## src/rtl/pwrseq_gen_pkg.sv

```systemverilog
// Shared types and divider helpers for the power/reset sequencer.
// Imported by the sequencer top and its prescaler.
package pwrseq_gen_pkg;

    typedef enum logic [1:0] {
        OFF,
        RAMP_UP,
        ON,
        RAMP_DOWN
    } pwrseq_state_t;

    localparam int CNT_W = 32;

    typedef logic [CNT_W-1:0] strobe_cnt_t;
    typedef logic [CNT_W-1:0] tick_cnt_t;

    function automatic int calc_div(int clk_hz, int rate_hz);
        return clk_hz / rate_hz;
    endfunction

endpackage

```

## src/rtl/pwrseq_gen_tick_gen.sv

```systemverilog
// Free-running prescaler: one-clock registered pulse every DIV clocks.
// Used for both the strobe and the sequencing tick.
module tick_gen #(
    parameter int  DIV   = 4,
    parameter type cnt_t = logic [31:0]
) (
    input  logic clk,
    input  logic reset_n,
    output logic pulse
);

    localparam cnt_t LAST = cnt_t'(DIV - 1);

    if (DIV < 2) begin : g_div_chk
        $error("tick_gen: DIV must be at least 2");
    end

    cnt_t cnt;

    always_ff @(posedge clk or negedge reset_n) begin
        if (!reset_n) begin
            cnt   <= '0;
            pulse <= 1'b0;
        end else begin
            pulse <= (cnt == LAST);
            cnt   <= (cnt == LAST) ? '0 : cnt + cnt_t'(1);
        end
    end

endmodule

```

## src/rtl/pwrseq_gen.sv

```systemverilog
// N-channel power/reset enable sequencer with ordered ramp-down,
// plus strobe, timebase tick and heartbeat generation.
module pwrseq_gen
    import pwrseq_gen_pkg::*;
#(
    parameter int CLK_HZ    = 100_000_000,
    parameter int STROBE_HZ = 400_000,
    parameter int TICK_HZ   = 1_000,
    parameter int NUM_CH    = 4,
    parameter int DLY_W     = 12,
    parameter int DN_DLY    = 10,
    parameter int HB_TICKS  = 500
) (
    input  logic                    clk,
    input  logic                    reset_n,
    input  logic                    en_req,
    input  logic [NUM_CH*DLY_W-1:0] dly_cfg,
    output logic                    strobe,
    output logic                    tick,
    output logic                    heartbeat,
    output logic [NUM_CH-1:0]       ch_en,
    output logic                    ready,
    output logic                    busy
);

    localparam int SDIV = calc_div(CLK_HZ, STROBE_HZ);
    localparam int TDIV = calc_div(CLK_HZ, TICK_HZ);
    localparam int IW   = $clog2(NUM_CH + 1);
    localparam int HW   = $clog2(HB_TICKS + 1);

    localparam logic [IW-1:0]    LAST_CH = IW'(NUM_CH - 1);
    localparam logic [DLY_W-1:0] DN      = DLY_W'(DN_DLY);
    localparam logic [HW-1:0]    HB_LAST = HW'(HB_TICKS - 1);

    if (NUM_CH < 1 || NUM_CH > 16) begin : g_ch_chk
        $error("pwrseq_gen: NUM_CH must be 1..16");
    end
    if (DN_DLY < 0 || DN_DLY >= (1 << DLY_W)) begin : g_dn_chk
        $error("pwrseq_gen: DN_DLY must fit in DLY_W bits");
    end
    if (HB_TICKS < 1) begin : g_hb_chk
        $error("pwrseq_gen: HB_TICKS must be at least 1");
    end

    tick_gen #(.DIV(SDIV), .cnt_t(strobe_cnt_t)) u_strobe (
        .clk     (clk),
        .reset_n (reset_n),
        .pulse   (strobe)
    );

    tick_gen #(.DIV(TDIV), .cnt_t(tick_cnt_t)) u_tick (
        .clk     (clk),
        .reset_n (reset_n),
        .pulse   (tick)
    );

    logic [HW-1:0] hb_cnt;
    logic          hb_q;
    logic          hb_wrap;

    assign hb_wrap = tick && (hb_cnt == HB_LAST);

    always_ff @(posedge clk or negedge reset_n) begin
        if (!reset_n) begin
            hb_cnt <= '0;
            hb_q   <= 1'b0;
        end else if (tick) begin
            hb_cnt <= hb_wrap ? '0 : hb_cnt + HW'(1);
            hb_q   <= hb_q ^ hb_wrap;
        end
    end

    // Toggle is visible in the wrapping tick's own cycle.
    assign heartbeat = hb_q ^ hb_wrap;

    pwrseq_state_t                   state, state_n;
    logic [IW-1:0]                   idx, idx_n;
    logic [DLY_W-1:0]                dcnt, dcnt_n;
    logic [NUM_CH-1:0][DLY_W-1:0]    cfg_q;
    logic [NUM_CH-1:0]               ch_n;
    logic [NUM_CH-1:0]               sel;
    logic [DLY_W-1:0]                cur_dly;
    logic                            load;

    always_comb begin
        cur_dly = '0;
        sel     = '0;
        for (int k = 0; k < NUM_CH; k++) begin
            if (idx == IW'(k)) begin
                cur_dly = cfg_q[k];
                sel[k]  = 1'b1;
            end
        end
    end

    always_comb begin
        state_n = state;
        idx_n   = idx;
        dcnt_n  = dcnt;
        ch_n    = ch_en;
        load    = 1'b0;
        unique case (state)
            OFF: begin
                ch_n = '0;
                if (en_req) begin
                    load    = 1'b1;
                    idx_n   = '0;
                    dcnt_n  = '0;
                    state_n = RAMP_UP;
                end
            end
            RAMP_UP: begin
                if (!en_req) begin
                    // Preloading DN makes the top channel drop on the next clock.
                    if (idx == '0) begin
                        state_n = OFF;
                    end else begin
                        state_n = RAMP_DOWN;
                        idx_n   = idx - IW'(1);
                        dcnt_n  = DN;
                    end
                end else if (dcnt == cur_dly) begin
                    ch_n   = ch_en | sel;
                    dcnt_n = '0;
                    idx_n  = idx + IW'(1);
                    if (idx == LAST_CH) begin
                        state_n = ON;
                    end
                end else if (tick) begin
                    dcnt_n = dcnt + DLY_W'(1);
                end
            end
            ON: begin
                if (!en_req) begin
                    state_n = RAMP_DOWN;
                    idx_n   = LAST_CH;
                    dcnt_n  = DN;
                end
            end
            RAMP_DOWN: begin
                if (dcnt == DN) begin
                    ch_n   = ch_en & ~sel;
                    dcnt_n = '0;
                    if (idx == '0) begin
                        state_n = OFF;
                    end else begin
                        idx_n = idx - IW'(1);
                    end
                end else if (tick) begin
                    dcnt_n = dcnt + DLY_W'(1);
                end
            end
            default: state_n = OFF;
        endcase
    end

    always_ff @(posedge clk or negedge reset_n) begin
        if (!reset_n) begin
            state <= OFF;
            idx   <= '0;
            dcnt  <= '0;
            cfg_q <= '0;
            ch_en <= '0;
            busy  <= 1'b0;
            ready <= 1'b0;
        end else begin
            state <= state_n;
            idx   <= idx_n;
            dcnt  <= dcnt_n;
            ch_en <= ch_n;
            busy  <= (state_n == RAMP_UP) || (state_n == RAMP_DOWN);
            ready <= (state_n == ON);
            if (load) begin
                cfg_q <= dly_cfg;
            end
        end
    end

endmodule

```

## config.mk

```make
export PLATFORM = sky130hd
export DESIGN_NAME = pwrseq_gen
export DESIGN_NICKNAME = d
export VERILOG_FILES = /design/src/rtl/pwrseq_gen_pkg.sv /design/src/rtl/pwrseq_gen_tick_gen.sv /design/src/rtl/pwrseq_gen.sv
export SDC_FILE = /design/constraint.sdc
export NUM_CORES = 1
export LEC_CHECK = 0
export CAP_MARGIN = 30
export CORE_ASPECT_RATIO = 0.8
export CORE_UTILIZATION = 59
export CTS_BUF_LIST = sky130_fd_sc_hd__clkbuf_4
export CTS_CLUSTER_DIAMETER = 100
export DETAILED_ROUTE_END_ITERATION = 10
export DONT_BUFFER_PORTS = 1
export PLACE_DENSITY = 0.75
export SYNTH_ARGS = -nofsm -noshare
export SYNTH_HDL_FRONTEND = slang
export SYNTH_SLANG_ARGS = --single-unit
```

## constraint.sdc

```tcl
create_clock -name clk -period 8.3 [get_ports clk]
set_input_delay 1.66 -clock clk [delete_from_list [all_inputs] [get_ports clk]]
set_output_delay 1.66 -clock clk [all_outputs]
set_load 0.01 [all_outputs]
```

==> impl_metrics.env <==
export IMPL_status="completed"
export IMPL_syn_inst=727
export IMPL_antenna_left=0
export IMPL_final_area_mm2=0.00788
export IMPL_crit_path_end_kind="output port"
export IMPL_avgSynthCellArea_um2=10.4
export IMPL_drv_slew=0
export IMPL_critPathArrivalTime_ns=2.04
export IMPL_drive_above_1_share_pct=13.9
export IMPL_netlist_area_leader_share_pct=48.9
export IMPL_critPathKind="flop to output port"
export IMPL_postPlaceCellArea_mm2=0.00762
export IMPL_path_clk_slew_ns=0.12
export IMPL_powerDensity_mw_per_mm2=258
export IMPL_wirelength_um=16300
export IMPL_power_frac_comb_pct=31.4
export IMPL_hpwlAfterDp_um=11600
export IMPL_synth_edf_count=0
export IMPL_leakagePower_uw=0.00343
export IMPL_hold_viol=0
export IMPL_cts_resized=0
export IMPL_hold_path_class="flop to flop"
export IMPL_tightestPinTransition_ns=0.957
export IMPL_overflow=0
export IMPL_r2r_setup_slack_ns=4.64
export IMPL_skew_ns=0.0183
export IMPL_path_max_fanout=12
export IMPL_min_from="u_tick.cnt[31]"
export IMPL_clock_latency_ns=0.57
export IMPL_syn_to_final_growth_pct=4.60
export IMPL_pwr_share_seq_pct=48.4
export IMPL_io_buffer_count=0
export IMPL_synth_fp_nets=790
export IMPL_reg2reg_to="dcnt[11]"
export IMPL_whs_path_depth=1
export IMPL_fp_coreArea_mm2=0.0123
export IMPL_core_rowCount=36
export IMPL_synth_area_leaders="dfrtp_1 (49%), mux2_2 (7.3%), xnor2_1 (6.0%), nand2_1 (3.3%), nor2_1 (3.0%)"
export IMPL_cts_max_level=4
export IMPL_p_int_uw=1290
export IMPL_switching_share_pct=36.8
export IMPL_reg2reg_depth=10
export IMPL_final_core_util_pct=64.0
export IMPL_cp_data_required_time_ns=6.64
export IMPL_ir_drop_mv=0.104
export IMPL_period_share_pct=44.6
export IMPL_synth_area_mm2=0.00753
export IMPL_drc=0
export IMPL_async_reset_ff_share_pct=100
export IMPL_fin_cells=902
export IMPL_critPathLaunch="u_tick.pulse"
export IMPL_wire_per_inst_um=18.1
export IMPL_rsz0062_at_grt="false"
export IMPL_yosys_most_used_dff="dfrtp_1"
export IMPL_cts_tree="done"
export IMPL_hold_buffers=0
export IMPL_postCtsSetupBuffers=0
export IMPL_slew_headroom_pct=35.7
export IMPL_ys_warn_count=0
export IMPL_placedCellCount=868
export IMPL_maxCapViolCount=0
export IMPL_via_per_inst=6.12
export IMPL_clockPowerShare_pct=20.2
export IMPL_p_total_uw=2030
export IMPL_grt_max_degree=148
export IMPL_whs_endpoint="u_tick.cnt[31]"
export IMPL_start_util_pct=61.2
export IMPL_layout_nets=779
export IMPL_die_y_um=103
export IMPL_clk_path_buf_depth=2
export IMPL_worst_setup_path_start_kind="flop"
export IMPL_ys_seq_elements=147
export IMPL_gp_congestion=0.947
export IMPL_cts_sinks=147
export IMPL_ys_seq_area_share_pct=48.9
export IMPL_min_period_ns=3.70
export IMPL_yosys_area_top_type="dfrtp_1"
export IMPL_fmax_ghz=0.270
export IMPL_io_pin_count=60
export IMPL_antenna_found_initial=4
export IMPL_via_count=5524
export IMPL_r2r_start="idx[0]"
export IMPL_dr_pass1_iters=5
export IMPL_grt_pass1_wl_um=26600
export IMPL_grt_pass1_vias=5305
export IMPL_drt_iter0_drc=477
export IMPL_floorplan_die_area_mm2=0.0132
export IMPL_cts_buffers=17
export IMPL_yosys_cell_types_count=64
export IMPL_p_sw_uw=747
export IMPL_root_buffer="clkbuf_4"
export IMPL_setup_viol_count_final=0
export IMPL_grtUsageTotal_pct=26.7
export IMPL_fin_setup_tns_ns=0
export IMPL_fp_dieW_um=128
routing by layer:
metal | GRT usage, % | vias to the layer above | part of all wire, % | wire length, um
met5 | 0 | - | 0.16 | 26
met2 | 41.7 | 195 | 46 | 7510
met4 | 10.7 | 4 | 1.9 | 305
li1 | - | 2568 | - | -
met3 | 7.47 | 42 | 7.9 | 1290
met1 | 35.5 | 2715 | 44 | 7180
cell families (layout without fill, tap and decap cells):
logic type / Yosys count / after routing / share of synthesized area, %
AO/OA/AOI/OAI: 108 / 108 / 10.0
XOR/XNOR: 78 / 78 / 9.07
adder cells (fa/ha/maj): 12 / 12 / 1.99
buffers and inverters: 47 / 49 / 2.81
flip-flops: 147 / 147 / 48.9
multiplexers: 50 / 50 / 7.46
other: 0 / 2 / 0
AND/OR/NAND/NOR: 285 / 285 / 19.8
layout by cell type, fill, tap and decap left out, types with 3 or more instances in the layout:
| cell type | instances |
|---|---|
| dfrtp_1 | 147 |
| nand2_1 | 66 |
| nor2_1 | 60 |
| xnor2_1 | 52 |
| mux2_2 | 49 |
| nand3_1 | 39 |
| xor2_1 | 26 |
| nor2b_1 | 23 |
| a21oi_1 | 21 |
| clkbuf_4 | 19 |
| o21ai_0 | 18 |
| nand4_1 | 16 |
| inv_1 | 13 |
| nor4_1 | 13 |
| nand3b_1 | 13 |
| and3_1 | 12 |
| ha_1 | 12 |
| a2111oi_0 | 11 |
| a31oi_1 | 11 |
| nor3_1 | 8 |
| o21ai_1 | 8 |
| o22ai_1 | 8 |
| and4_1 | 6 |
| nor3_2 | 4 |
| o211ai_1 | 4 |
| buf_4 | 4 |
| nor2_2 | 3 |
| nand2b_1 | 3 |
| nor3b_1 | 3 |
| a2bb2oi_1 | 3 |
| clkinv_1 | 3 |
| clkinv_4 | 3 |
worst max-delay path by stage:
stage,to,slack [ns]
after global routing,dcnt[9],4.42
final,heartbeat,4.60
after CTS,heartbeat,4.59
after floorplan,heartbeat,5.00
after global placement,dcnt[10],4.81
after detailed placement,dcnt[11],4.78
metrics by stage:
step,setup slack [ns],hold WS (ns)
after global placement,4.81,0.444
final,4.60,0.471
after CTS,4.59,0.475
after floorplan,5.00,0.433
after detailed placement,4.78,0.455
after global routing,4.42,0.512
synthesized netlist by cell type, types with 2 or more instances:
cell and instances:
a211o_1 2, buf_4 3, nor3_2 4, nor3b_1 3, nor2_2 3, xnor2_1 52
a32o_1 2, nand2b_1 3, o311ai_0 2, nor4_1 13, buf_6 2, or3_1 2
nor2_1 61, nand4_1 16, o22ai_1 8, clkbuf_1 19, or4_1 2, nor2b_1 23
dfrtp_1 147, a22o_1 2, buf_1 3, nand3b_1 13, inv_1 13, xor2_1 26
a21oi_1 21, a211oi_1 2, o21ai_0 18, o211ai_1 4, a2111oi_0 11, a2bb2oi_1 3
o21ai_1 8, nand2_1 66, a31oi_1 11, and3_1 12, and2_1 2, a21oi_2 2
nor3_1 8, nand3_1 39, ha_1 12, mux2_2 49, and4_1 6, buf_2 7
power by group through the flow:
stage / Sequential (uW) / Combinational, uW / Clock, uW
3_5_place_dp: 998 / 622 / 0
3_3_place_gp: 991 / 605 / 0
6_report: 983 / 639 / 411
4_1_cts: 983 / 626 / 420
5_1_grt: 1000 / 694 / 453
2_1_floorplan: 923 / 544 / 0
cell type report:
cell class	count	area, um2
Antenna cell	2	5.00
Multi-Input combinational cell	533	3650
Clock inverter	13	110
Clock buffer	19	143
Inverter	13	48.8
Tap cell	171	214
Sequential cell	147	3680
Timing Repair Buffer	4	30.0
Fill cell	980	4420
flip-flops by register name, summed over array words and instances, names as in the netlist, 2 cells and up:
| register | cells |
|---|---|
| u_tick.cnt | 32 |
| cfg_q | 48 |
| dcnt | 12 |
| hb_cnt | 9 |
| idx | 3 |
| ch_en | 4 |
| u_strobe.cnt | 32 |
| state | 2 |
critical path: stages, from the launching register on:
cell	delay, ns
dfrtp_1	0.63
nand2_1	0.15
nor3_1	0.22
buf_4	0.21
xor2_1	0.26
(Power assumes the default switching activity.)
